[config.mk]
export PLATFORM = sky130hd
export DESIGN_NAME = spi_slave_ctrl
export DESIGN_NICKNAME = d
export VERILOG_FILES = /design/src/rtl/spi_slave_ctrl.sv
export SDC_FILE = /design/constraint.sdc
export NUM_CORES = 1
export LEC_CHECK = 0
export ABC_AREA = 1
export CORE_UTILIZATION = 56
export DETAILED_ROUTE_END_ITERATION = 10
export PLACE_DENSITY = 0.81
export SETUP_SLACK_MARGIN = 0.15
export SKIP_CTS_REPAIR_TIMING = 1
export SYNTH_ARGS = -nofsm -noshare
export SYNTH_HDL_FRONTEND = slang
export SYNTH_SLANG_ARGS = --single-unit
export TNS_END_PERCENT = 5
[constraint.sdc]
create_clock -name clk -period 3.08 [get_ports clk]
set_input_delay 0.462 -clock clk [delete_from_list [all_inputs] [get_ports clk]]
set_output_delay 0.462 -clock clk [all_outputs]
set_load 0.01 [all_outputs]
[src/rtl/spi_slave_ctrl.sv]
// rtl/spi_slave_ctrl.sv - SPI mode-0 slave: sync, bit counting, rx strobe, tx serialiser
// Optional overrun tracking enabled by defining SPI_SLAVE_OVERRUN_EN.
module spi_slave_ctrl #(
    parameter int N = 8
) (
    input  logic         clk,
    input  logic         reset,
    input  logic         sclk,
    input  logic         cs_n,
    input  logic         mosi,
    output logic         miso,
    input  logic [N-1:0] tx_data,
    output logic         tx_take,
    output logic [N-1:0] rx_data,
    output logic         rx_load,
    output logic         frame_err,
    input  logic         rx_ack,
    output logic         rx_ovr
);
    localparam int CW = $clog2(N);

    typedef enum logic [1:0] {
        ST_IDLE  = 2'd0,
        ST_SHIFT = 2'd1,
        ST_DONE  = 2'd2
    } state_t;

    logic          sclk_meta_q, sclk_sync_q, sclk_prev_q;
    logic          cs_meta_q, cs_sync_q;
    logic          mosi_meta_q, mosi_sync_q;
    logic          sclk_rise, sclk_fall;

    state_t        state_q, state_d;
    logic [CW-1:0] bit_cnt_q, bit_cnt_d;
    logic [N-1:0]  rx_shift_q, rx_shift_d;
    logic [N-1:0]  tx_shift_q, tx_shift_d;
    logic [N-1:0]  rx_data_q, rx_data_d;
    logic          rx_load_q, rx_load_d;
    logic          tx_take_q, tx_take_d;
    logic          frame_err_q, frame_err_d;

    always_ff @(posedge clk or negedge reset) begin
        if (!reset) begin
            sclk_meta_q <= 1'b0;
            sclk_sync_q <= 1'b0;
            sclk_prev_q <= 1'b0;
            cs_meta_q   <= 1'b1;
            cs_sync_q   <= 1'b1;
            mosi_meta_q <= 1'b0;
            mosi_sync_q <= 1'b0;
        end else begin
            sclk_meta_q <= sclk;
            sclk_sync_q <= sclk_meta_q;
            sclk_prev_q <= sclk_sync_q;
            cs_meta_q   <= cs_n;
            cs_sync_q   <= cs_meta_q;
            mosi_meta_q <= mosi;
            mosi_sync_q <= mosi_meta_q;
        end
    end

    assign sclk_rise = sclk_sync_q & ~sclk_prev_q;
    assign sclk_fall = ~sclk_sync_q & sclk_prev_q;

    always_ff @(posedge clk or negedge reset) begin
        if (!reset) begin
            state_q     <= ST_IDLE;
            bit_cnt_q   <= '0;
            rx_shift_q  <= '0;
            tx_shift_q  <= '0;
            rx_data_q   <= '0;
            rx_load_q   <= 1'b0;
            tx_take_q   <= 1'b0;
            frame_err_q <= 1'b0;
        end else begin
            state_q     <= state_d;
            bit_cnt_q   <= bit_cnt_d;
            rx_shift_q  <= rx_shift_d;
            tx_shift_q  <= tx_shift_d;
            rx_data_q   <= rx_data_d;
            rx_load_q   <= rx_load_d;
            tx_take_q   <= tx_take_d;
            frame_err_q <= frame_err_d;
        end
    end

    always_comb begin
        state_d     = state_q;
        bit_cnt_d   = bit_cnt_q;
        rx_shift_d  = rx_shift_q;
        tx_shift_d  = tx_shift_q;
        rx_data_d   = rx_data_q;
        rx_load_d   = 1'b0;
        tx_take_d   = 1'b0;
        frame_err_d = 1'b0;
        case (state_q)
            ST_IDLE: begin
                if (!cs_sync_q) begin
                    tx_shift_d = tx_data;
                    tx_take_d  = 1'b1;
                    bit_cnt_d  = '0;
                    state_d    = ST_SHIFT;
                end
            end
            ST_SHIFT: begin
                // Chip-select release takes priority over a coincident final edge.
                if (cs_sync_q) begin
                    frame_err_d = 1'b1;
                    state_d     = ST_IDLE;
                end else if (sclk_rise) begin
                    rx_shift_d = {rx_shift_q[N-2:0], mosi_sync_q};
                    if (bit_cnt_q == CW'(N - 1)) begin
                        state_d = ST_DONE;
                    end else begin
                        bit_cnt_d = bit_cnt_q + CW'(1);
                    end
                end else if (sclk_fall && (bit_cnt_q != '0)) begin
                    // The fall right after a reload is skipped so the new MSB survives.
                    tx_shift_d = {tx_shift_q[N-2:0], 1'b0};
                end
            end
            ST_DONE: begin
                rx_load_d = 1'b1;
                rx_data_d = rx_shift_q;
                if (!cs_sync_q) begin
                    tx_shift_d = tx_data;
                    tx_take_d  = 1'b1;
                    bit_cnt_d  = '0;
                    state_d    = ST_SHIFT;
                end else begin
                    state_d = ST_IDLE;
                end
            end
            default: begin
                state_d = ST_IDLE;
            end
        endcase
    end

    assign miso      = (!cs_sync_q && (state_q != ST_IDLE)) ? tx_shift_q[N-1] : 1'b0;
    assign rx_data   = rx_data_q;
    assign rx_load   = rx_load_q;
    assign tx_take   = tx_take_q;
    assign frame_err = frame_err_q;

`ifdef SPI_SLAVE_OVERRUN_EN
    logic pending_q, pending_d;
    logic rx_ovr_q, rx_ovr_d;

    // A new word always re-arms pending; a coincident ack only retires the old one.
    assign pending_d = rx_load_q ? 1'b1 : (rx_ack ? 1'b0 : pending_q);
    assign rx_ovr_d  = rx_ovr_q | (rx_load_q & pending_q & ~rx_ack);

    always_ff @(posedge clk or negedge reset) begin
        if (!reset) begin
            pending_q <= 1'b0;
            rx_ovr_q  <= 1'b0;
        end else begin
            pending_q <= pending_d;
            rx_ovr_q  <= rx_ovr_d;
        end
    end

    assign rx_ovr = rx_ovr_q;
`else
    logic unused_rx_ack;
    assign unused_rx_ack = rx_ack;
    assign rx_ovr        = 1'b0;
`endif

endmodule

# == After elaboration in Yosys (flattened, before gate mapping) ==
# Cells that the tools add are included.
# op_classes
add_sub_neg,1
bitwise,5
eq_ne,12
reduce_logical,12
n_mux,22
# op_table
operator,count
2-to-1 mux 8 bit,4
one-hot mux 8 bit (2 select lines),1
"inequality test 2 bit, second input constant",7
2-to-1 mux 3 bit,4
AND reduction 5 bit,2
2-to-1 mux 2 bit,4
2-to-1 mux 1 bit,7
"inequality test 3 bit, second input constant",2
one-hot mux 2 bit (3 select lines),1
one-hot mux 3 bit (2 select lines),1
AND reduction 3 bit,2
nonzero test 2 bit,2
"adder 3 x 1 -> 3 bit, second input constant",1
"== test 3 bit, second input constant",1
NOT 1 bit,3
nonzero test 3 bit,1
bitwise AND 1 bit,2
"== test 2 x 1 -> 1 bit, second input constant",1
"== test 2 bit, second input constant",1
logical AND 1 bit,2
zero test 2 bit,1
OR reduction 2 bit,1
zero test 1 bit,1
# word_totals
output_inout_bits,13
inputBits,14
reg_bits,39

# == Longest topological paths before layout ==
# Gate-level depths: netlist of the first run.
# depth
depth_word,7
depth_mapped,7

# == Worst setup path before layout of the first run ==
# Ideal clock, no wire load.
# synth_path
kind,reg-to-reg
from,register bit_cnt_q[0]
to,register bit_cnt_q[0]
setup_slack_ns,1.816
stages_incl_launch_ff,7
required_ns,2.963
setup_ns,0.117
n_path_buf,0
arrival_ns,1.146
path_cell_list,dfrtp_1 ha_1 ha_1 nor2_1 nand2_1 nand3_1 nand2_1
# synth_between
elab_chain_len,5
elab_cells_between_ends,8
cone_classes,add/sub (1); eq/ne (2); mux (4); reduce/logical (1)
# synth_rtl
element,line,rtl
"start, declared",34,"logic [CW-1:0] bit_cnt_q, bit_cnt_d;"
"start signal, assigned",77,bit_cnt_q <= bit_cnt_d;
adder 3 x 1 -> 3 bit,115,bit_cnt_d = bit_cnt_q + CW'(1);
2-to-1 mux 3 bit,112,if (bit_cnt_q == CW'(N - 1)) begin
2-to-1 mux 3 bit,110,end else if (sclk_rise) begin
2-to-1 mux 3 bit,107,if (cs_sync_q) begin
one-hot mux 3 bit (2 select lines),96,case (state_q)
# Several ways; a longest one is shown, not always the timed one. The select of a mux whose other input is x is not followed.
# A chain may end at the register's enable or synchronous reset.

# == Worst setup path after layout of the first run ==
# layout_path
from,register state_q[0]
to,output miso
# layout_between
elab_chain_len,3
# layout_rtl
element,line,rtl
"start, declared",33,"state_t state_q, state_d;"
"start signal, assigned",76,state_q <= state_d;
nonzero test 2 bit,140,assign miso = (!cs_sync_q && (state_q != ST_IDLE)) ? tx_shift_q[N-1] : 1'b0;
logical AND 1 bit,140,
2-to-1 mux 1 bit,140,
"end, declared",11,"output logic miso,"
# Every way passes these cells.

==> out/results.ini, run 1 <==
[sta]
worst_pin_slew_ns = 0.819
finalHoldViolations = 0
slew-limit-headroom_pct = 45.4
setup_slack_ns = 0.674
period_minus_slack_ns = 2.41
rsz0062_at_grt = no
fin_crit_sh_pct = 78.1
setup_violations = 0
clock.fmax_mhz = 416
fin_tns_setup_ns = 0
finalMaxSlewViolations = 0
skew_ns = 0.0102

[final_layout]
nets = 217
post-route-util_pct = 71.1
ff_latch_area_um2 = 978
fillCellCount = 220
multi_input_area_um2 = 573
layout_common_cells = nand2_1 (63), dfrtp_1 (37), clkdlybuf4s50_1 (23), inv_1 (18), nand3_1 (13)
drive_above_1_share_pct = 13.9
antenna_cells = 0
stdcell_area_mm2 = 0.00198
layout_commonest_cell = nand2_1
area_growth_pct = 18.9

[clocking]
cts_tree = yes
cts_sinks = 39
cts_root_buf = clkbuf_4
insertion_delay_ns = 0.35
clockBufferDepth = 2
path_clk_slew_ns = 0.11
cts_max_level = 2
numCtsBuffers = 5

[logic_synthesis]
synth-seq-cells = 39
synth_cell_types = 21
syn_avg_cell_area_um2 = 9.56
ys_seq_area_share_pct = 58.8
syn_inst = 174
synth_warnings = 0
synth_nets = 191
netlist_area_mm2 = 0.00166

[power]
internal-power_uw = 798
p_sw_share_pct = 26.6
seqPwrFrac_pct = 55.1
p_sw_uw = 289
comb_power_share_pct = 13.6
powerDensity_mw_per_mm2 = 549
pwr-share-clk_pct = 31.3
irDropWorstVdd_uv = 520
leakagePower_uw = 0.000996

[global_routing]
track_usage_pct = 21.8
grt_pass1_wl_um = 5200
grt_pass1_vias = 1244
grt_max_degree = 40
grt_antenna_before_repair = 0
grt-ovfl-total = 0

[die]
die_h_um = 56.5
die_w_um = 56.5
num_rows = 19
core_mm2 = 0.00278
start_util_pct = 59.8
pin_count = 27
dieArea_mm2 = 0.00319

[detailed_routing]
drt-initial-drc-count = 48
drc_errors = 0
wirelength_um = 3030
vias = 1214
wl_per_cell_um = 13.0
route.antenna.remaining_nets = 0
drt-pass1-iter-count = 4
viasPerCell = 5.23

[placed_design]
postPlaceCellArea_mm2 = 0.00190
port-buffer-count = 24
dp_hpwl_um = 2120
place.gp.congestion = 0.824
pre_cts_ws_ns = 1.09

[flow_run]
cap_violations = 0

[worst_setup_path]
required_ns = 2.62
critPathMaxFanout = 12
path_delay_family = buffers and inverters
cp-end-kind = output pin
crit_path_max_incr_delay_ns = 0.66
crit_slowest_cell = dfrtp_1
critical_path_class = register to output pin
crit_buf_inv = 2
critPathLaunchType = register
cp_cell_sequence = inv_2, a21oi_1, clkdlybuf4s50_1
worstPathArrival_ns = 1.94

[min_path]
hp-class = input port to asynchronous set/reset pin

[status]
status = finished clean

[routing by layer]
layer  track usage (%)  wire length [um]
met1              23.9              1250
met4              10.1                75
met3              8.29               184
met5                 0                 0
met2              37.0              1510
[worst paths after layout]
check	slack, ns	end	from	cells past startpoint
setup / recovery	0.67	miso	state_q[0]	3
hold / removal	0.19	tx_shift_q[1]	reset	1
max in group asynchronous	2.37	sclk_meta_q	reset	1
min in group clk	0.36	cs_sync_q	cs_meta_q	0
setup reg to reg	1.63	bit_cnt_q[0]	bit_cnt_q[0]	6
hold reg to reg	0.36	cs_sync_q	cs_meta_q	0
[logic make-up (layout without fill, tap and decap cells)]
| group | count (synthesis) | count (layout) | share of synthesized area [%] |
|---|---|---|---|
| AO/OA/AOI/OAI | 17 | 17 | 6.92 |
| other | 1 | 1 | 0.225 |
| flip-flops | 39 | 39 | 58.8 |
| adder cells (fa/ha/maj) | 3 | 3 | 2.26 |
| buffers and inverters | 24 | 51 | 6.77 |
| AND/OR/NAND/NOR | 90 | 90 | 25.0 |
[cell usage after synthesis]
master	n	area share (%)
nor2_1	5	1.1
nor3b_2	1	0.75
nand2_1	63	14
a21oi_1	1	0.30
nand4_1	1	0.38
buf_6	1	0.68
buf_4	4	1.8
ha_1	3	2.3
nand3_2	1	0.60
nand4_4	1	1.3
o21ai_0	8	2.4
nand2_4	2	1.4
conb_1	1	0.23
dfstp_2	2	3.2
nand2_2	2	0.75
inv_1	18	4.1
dfrtp_1	37	56
o21ai_2	8	4.2
nor2_4	1	0.68
nand3_1	13	3.9
inv_2	1	0.23
[sequential cells by signal (all words and copies together), names as in the netlist]
| signal | count |
|---|---|
| tx_shift_q | 8 |
| sclk_meta_q | 1 |
| mosi_sync_q | 1 |
| tx_take | 1 |
| rx_shift_q | 8 |
| rx_load | 1 |
| cs_meta_q | 1 |
| sclk_prev_q | 1 |
| frame_err | 1 |
| mosi_meta_q | 1 |
| bit_cnt_q | 3 |
| state_q | 2 |
| sclk_sync_q | 1 |
| cs_sync_q | 1 |
| rx_data | 8 |
[final cells by class]
| class | instances | share of cell area, % |
|---|---|---|
| Clock buffer | 5 | 1.90 |
| Timing Repair Buffer | 24 | 11.9 |
| Clock inverter | 3 | 2.21 |
| Inverter | 19 | 3.61 |
| Tap cell | 31 | 1.96 |
| Multi-Input combinational cell | 111 | 29.0 |
| Sequential cell | 39 | 49.5 |
[power groups by stage]
stage | logic [uW] | clock network, uW | registers (uW)
final | 148 | 339 | 599
after global routing | 169 | 369 | 605
after CTS | 150 | 353 | 599
after detailed placement | 149 | 0 | 609
after global placement | 141 | 0 | 604
after floorplan | 106 | 0 | 598
[metrics by stage]
| stage | instances | hold slack, ns | power (uW) |
|---|---|---|---|
| finish | 232 | 0.191 | 1090 |
| CTS | 232 | 0.203 | 1100 |
| floorplan | 174 | 0.166 | 704 |
| global route | 232 | 0.253 | 1140 |
| global placement | 224 | 0.332 | 745 |
| detailed placement | 224 | 0.337 | 758 |
(Power assumes the default switching activity.)
==> inputs of run 2 (changes only) <==
Settings changed: CORE_UTILIZATION 56 to 47, PLACE_DENSITY 0.81 to 0.72.
Clock period 3.08 ns to 2.2 ns, I/O delays scaled along.
==> run 2 against run 1 <==
Die area increased by 18%. Largest power group unchanged. Register-to-register slack got worse by 0.89 ns. Non-clock buffer count increased by 1. Critical path depth increased by 1. Critical endpoint unchanged.
==> out/results.ini, run 2 (synthesis gave the netlist of run 1 again) <==
[power]
leakagePower_uw = 0.000983  ; -1.2%
p_total_uw = 1380  ; +27%
pwr-share-clk_pct = 24.4  ; -6.9 points
comb_power_share_pct = 15.3  ; +1.7 points
p_sw_uw = 379  ; +31%
seqPwrFrac_pct = 60.2  ; +5.1 points
internal-power_uw = 1000  ; +26%
powerDensity_mw_per_mm2 = 699  ; +27%
irDropWorstVdd_uv = 431  ; -17%
p_sw_share_pct = 27.4  ; +0.85 points

[final_layout]
area_growth_pct = 18.8  ; about the same
fillCellCount = 315  ; +43%
antenna_cells = 0  ; unchanged
nets = 218  ; +0.46%
layout_commonest_cell = nand2_1
post-route-util_pct = 58.8  ; -12 points
layout_common_cells = nand2_1 (63), dfrtp_1 (37), clkdlybuf4s50_1 (23), inv_1 (18), nand3_1 (13)
drive_above_1_share_pct = 13.9  ; -0.069 points

[min_path]
hp-class = input port to asynchronous set/reset pin

[detailed_routing]
wl_per_cell_um = 11.2  ; -14%
vias = 1168  ; -3.8%
route.antenna.remaining_nets = 0  ; unchanged
wirelength_um = 2790  ; -7.9%
drc_errors = 0  ; unchanged
drt-initial-drc-count = 70  ; +46%
viasPerCell = 4.71  ; -10%
drt-pass1-iter-count = 4  ; unchanged

[clocking]
insertion_delay_ns = 0.33  ; -0.02 ns
cts_tree = yes
cts_root_buf = clkbuf_4
numCtsBuffers = 5  ; unchanged
path_clk_slew_ns = 0.11  ; about the same
clockBufferDepth = 2  ; unchanged
cts_sinks = 39  ; unchanged
cts_max_level = 2  ; unchanged

[die]
pin_count = 27  ; unchanged
num_rows = 21  ; +2
core_mm2 = 0.00336  ; +21%
die_h_um = 61.5  ; +8.8%
start_util_pct = 49.5  ; -10 points
dieArea_mm2 = 0.00378  ; +18%
die_w_um = 61.5  ; +8.8%

[global_routing]
grt_use_met3_pct = 3.99  ; -4.3 points
track_usage_pct = 17.2  ; -4.6 points
grt_util_met2_pct = 29.6  ; -7.3 points
grt_antenna_before_repair = 0  ; unchanged
grt_pass1_wl_um = 4670  ; -10%
grt_pass1_vias = 1121  ; -9.9%
grt_max_degree = 40  ; unchanged
met1_usage_pct = 20.0  ; -3.9 points
grt-ovfl-total = 0  ; unchanged
globalRoute.busiestLayer = met2

[worst_setup_path]
crit_buf_inv = 2  ; unchanged
crit_slowest_cell = clkdlybuf4s50_1
cp_cell_sequence = inv_1, nand2_1, a21oi_1, clkdlybuf4s50_1
r2r_start = bit_cnt_q[0]
required_ns = 1.87  ; -0.75 ns
cp-end-kind = output pin
critPathMaxFanout = 3  ; -9
path_delay_family = buffers and inverters
critical_path_class = register to output pin
critPathLaunchType = register
crit_path_max_incr_delay_ns = 0.55  ; -0.11 ns
worstPathArrival_ns = 1.58  ; -0.36 ns
setup.worst_path.start = cs_sync_q

[status]
status = finished clean

[sta]
worst_pin_slew_ns = 0.824  ; +0.00479 ns
clock.fmax_mhz = 524
fin_tns_setup_ns = 0  ; unchanged
rsz0062_at_grt = no
period_minus_slack_ns = 1.91
setup_violations = 0  ; unchanged
fin_crit_sh_pct = 86.8
finalHoldViolations = 0  ; unchanged
skew_ns = 0.0148  ; +0.00463 ns
finalMaxSlewViolations = 0  ; unchanged
slew-limit-headroom_pct = 45.1  ; -0.32 points

[placed_design]
dp_hpwl_um = 2040  ; -4.0%
place.gp.congestion = 0.741  ; -10%
port-buffer-count = 24  ; unchanged

[flow_run]
cap_violations = 0  ; unchanged

-- run 2: cell types whose count changed in the layout (fill, tap and decap cells not counted), sizes merged --
cell	previous run	this run
clkinvlp	0	1
bufinv	1	0
buf	1	2
clkinv	2	1
clkbuf	5	6
-- run 2: layout make-up --
type / count / area, um^2 / area share (%)
clock buffer: 6 / 41.3 / 2.09
timing repair buffer: 25 / 243 / 12.3
inverter: 19 / 71.3 / 3.61
clock inverter: 2 / 12.5 / 0.633
multi-input combinational: 111 / 573 / 29.0
tap: 46 / 57.6 / 2.91
sequential: 39 / 978 / 49.5
-- run 2: routing by layer --
metal | vias to the layer above | wire length (um)
met3 | 5 | 123
met4 | 0 | 42
li1 | 592 | -
met1 | 542 | 1240
met2 | 29 | 1390
met5 | - | 0
-- run 2: through the flow --
stage                     hold WS, ns  instance area, um^2  std cells  setup WS (ns)
after global placement          0.334                 1920        240          0.643
after detailed placement        0.335                 1920        240          0.625
after CTS                      0.0993                 1980        248          0.256
after floorplan                0.0344                 1660        174          0.936
final                          0.0845                 1980        248          0.291
after global routing            0.154                 1980        248          0.220
-- run 2: final timing paths --
kind	slack, ns	end	cells after the start
max reg2reg	0.74	bit_cnt_q[2]	6
min reg2reg	0.36	cs_sync_q	0
min	0.08	rx_shift_q[3]	1
min in group clk	0.36	cs_sync_q	0
max in group asynchronous	1.60	sclk_prev_q	1
max	0.29	miso	4
-- run 2: power groups by stage --
stage	clock network (uW)	registers, uW	logic, uW
2_1_floorplan	0	837	148
3_3_place_gp	0	841	206
3_5_place_dp	0	848	215
4_1_cts	353	833	216
5_1_grt	380	843	247
6_report	338	832	212
==> inputs of run 3 (changes only) <==
Settings changed: CAP_MARGIN from default to 20, CORE_MARGIN from default to 8.
==> run 3 against run 2 <==
Via count grew 2.1%. Hold slack worse by 0.028 ns. Sequential cell count unchanged. Routed wire length rose by 8.0%. Clock skew decreased by 0.0029 ns. Cell count stayed put. Clock-buffer cell count did not move. Combinational power about the same. Critical endpoint unchanged.
==> out/results.ini, run 3 (synthesis gave the netlist of run 1 again) <==
[worst_setup_path]
r2r_cells = 6  ; unchanged
r2r-end = bit_cnt_q[2]
cp-end-kind = output pin
required_ns = 1.87  ; about the same
r2r_start = bit_cnt_q[0]
critPathMaxFanout = 3  ; unchanged
r2r_slack_ns = 0.76  ; +0.02 ns
worstPathArrival_ns = 1.61  ; +0.03 ns
critPathLaunchType = register
critical_path_class = register to output pin

[die]
die_w_um = 75.5  ; +23%
die_h_um = 75.5  ; +23%
num_rows = 21  ; unchanged
start_util_pct = 49.5  ; unchanged
pin_count = 27  ; unchanged
dieArea_mm2 = 0.00570  ; +51%
core_mm2 = 0.00336  ; unchanged

[sta]
worst_pin_slew_ns = 0.819  ; -0.00448 ns
fin_crit_sh_pct = 88.0  ; +1.2 points
clock.fmax_mhz = 517  ; -1.4%
setup_violations = 0  ; unchanged
finalMaxSlewViolations = 0  ; unchanged
skew_ns = 0.0119  ; -0.00292 ns
slew-limit-headroom_pct = 45.4  ; +0.30 points
whs_ns = 0.0569  ; -0.0276 ns
rsz0062_at_grt = no
fin_tns_setup_ns = 0  ; unchanged
period_minus_slack_ns = 1.94  ; +0.0265 ns
finalHoldViolations = 0  ; unchanged

[global_routing]
grt_max_degree = 40  ; unchanged
grt-ovfl-total = 0  ; unchanged
grt_antenna_before_repair = 0  ; unchanged
grt_pass1_vias = 1263  ; +13%
grt_pass1_wl_um = 5450  ; +17%
track_usage_pct = 12.8  ; -4.4 points

[min_path]
hp-class = input port to asynchronous set/reset pin

[detailed_routing]
drt-initial-drc-count = 78  ; +11%
drt-pass1-iter-count = 4  ; unchanged
viasPerCell = 4.81  ; +2.1%
wl_per_cell_um = 12.1  ; +8.0%
wirelength_um = 3010  ; +8.0%
vias = 1192  ; +2.1%
drc_errors = 0  ; unchanged
route.antenna.remaining_nets = 0  ; unchanged

[placed_design]
dp_hpwl_um = 2120  ; +4.0%
postPlaceCellArea_mm2 = 0.00192  ; unchanged
place.gp.congestion = 0.747  ; +0.76%
port-buffer-count = 24  ; unchanged

[final_layout]
antenna_cells = 0  ; unchanged
nets = 218  ; unchanged
fillCellCount = 301  ; -4.4%
stdcell_area_mm2 = 0.00202  ; +2.4%
layout_common_cells = nand2_1 (63), dfrtp_1 (37), clkdlybuf4s50_1 (23), inv_1 (18), nand3_1 (13)
drive_above_1_share_pct = 13.9  ; unchanged
layout_commonest_cell = nand2_1
area_growth_pct = 21.7
post-route-util_pct = 60.2  ; +1.4 points

[power]
leakagePower_uw = 0.00101  ; +2.5%
p_total_uw = 1620  ; +18%
powerDensity_mw_per_mm2 = 803  ; +15%
irDropWorstVdd_uv = 424  ; -1.7%

[flow_run]
cap_violations = 0  ; unchanged

[clocking]
cts_tree = yes
cts_sinks = 39  ; unchanged
insertion_delay_ns = 0.35  ; +0.02 ns
numCtsBuffers = 5  ; unchanged
cts_root_buf = clkbuf_4
path_clk_slew_ns = 0.11  ; about the same
cts_max_level = 2  ; unchanged
clockBufferDepth = 2  ; unchanged

[status]
status = finished clean

==> run 3: layout make-up <==
cell class              instances  area (um^2)  share of cell area, %
multi-input cells             111          573                   28.3
flip-flops and latches         39          978                   48.3
repair buffers                 25          243                   12.0
well taps                      46         57.6                   2.84
inverters                      19         71.3                   3.52
clock buffers                   6         41.3                   2.04
clock inverters                 2         60.1                   2.97
==> run 3: worst max-delay path by stage <==
stage | start | to | cells past startpoint
after floorplan | bit_cnt_q[0] | bit_cnt_q[0] | 6
after detailed placement | cs_sync_q | miso | 4
after global routing | cs_sync_q | miso | 4
final | cs_sync_q | miso | 4
after CTS | cs_sync_q | miso | 4
after global placement | cs_sync_q | miso | 4
==> run 3: critical path, stage by stage (launching register included) <==
cell,delay [ns]
dfstp_2,0.40
inv_1,0.12
nand2_1,0.06
a21oi_1,0.12
clkdlybuf4s50_1,0.55
==> run 3: routing by layer <==
| metal | share of wire, % | routed length (um) | global-route usage (%) |
|---|---|---|---|
| met1 | 42 | 1250 | 13.7 |
| met2 | 50 | 1490 | 21.1 |
| met3 | 6.3 | 191 | 3.95 |
| met5 | 0 | 0 | 0 |
| met4 | 2.5 | 74 | 8.74 |
==> run 3: through the flow <==
stage                     cells  worst slack (ns)
final                       248             0.264
after global routing        248             0.169
after CTS                   248             0.219
after detailed placement    240             0.617
after global placement      240             0.629
after floorplan             174             0.936
==> run 3: where the power goes <==
part,total (uW),internal (uW),switching (uW)
Sequential,831,791,40.4
Clock,582,355,227
Combinational,212,88.5,123
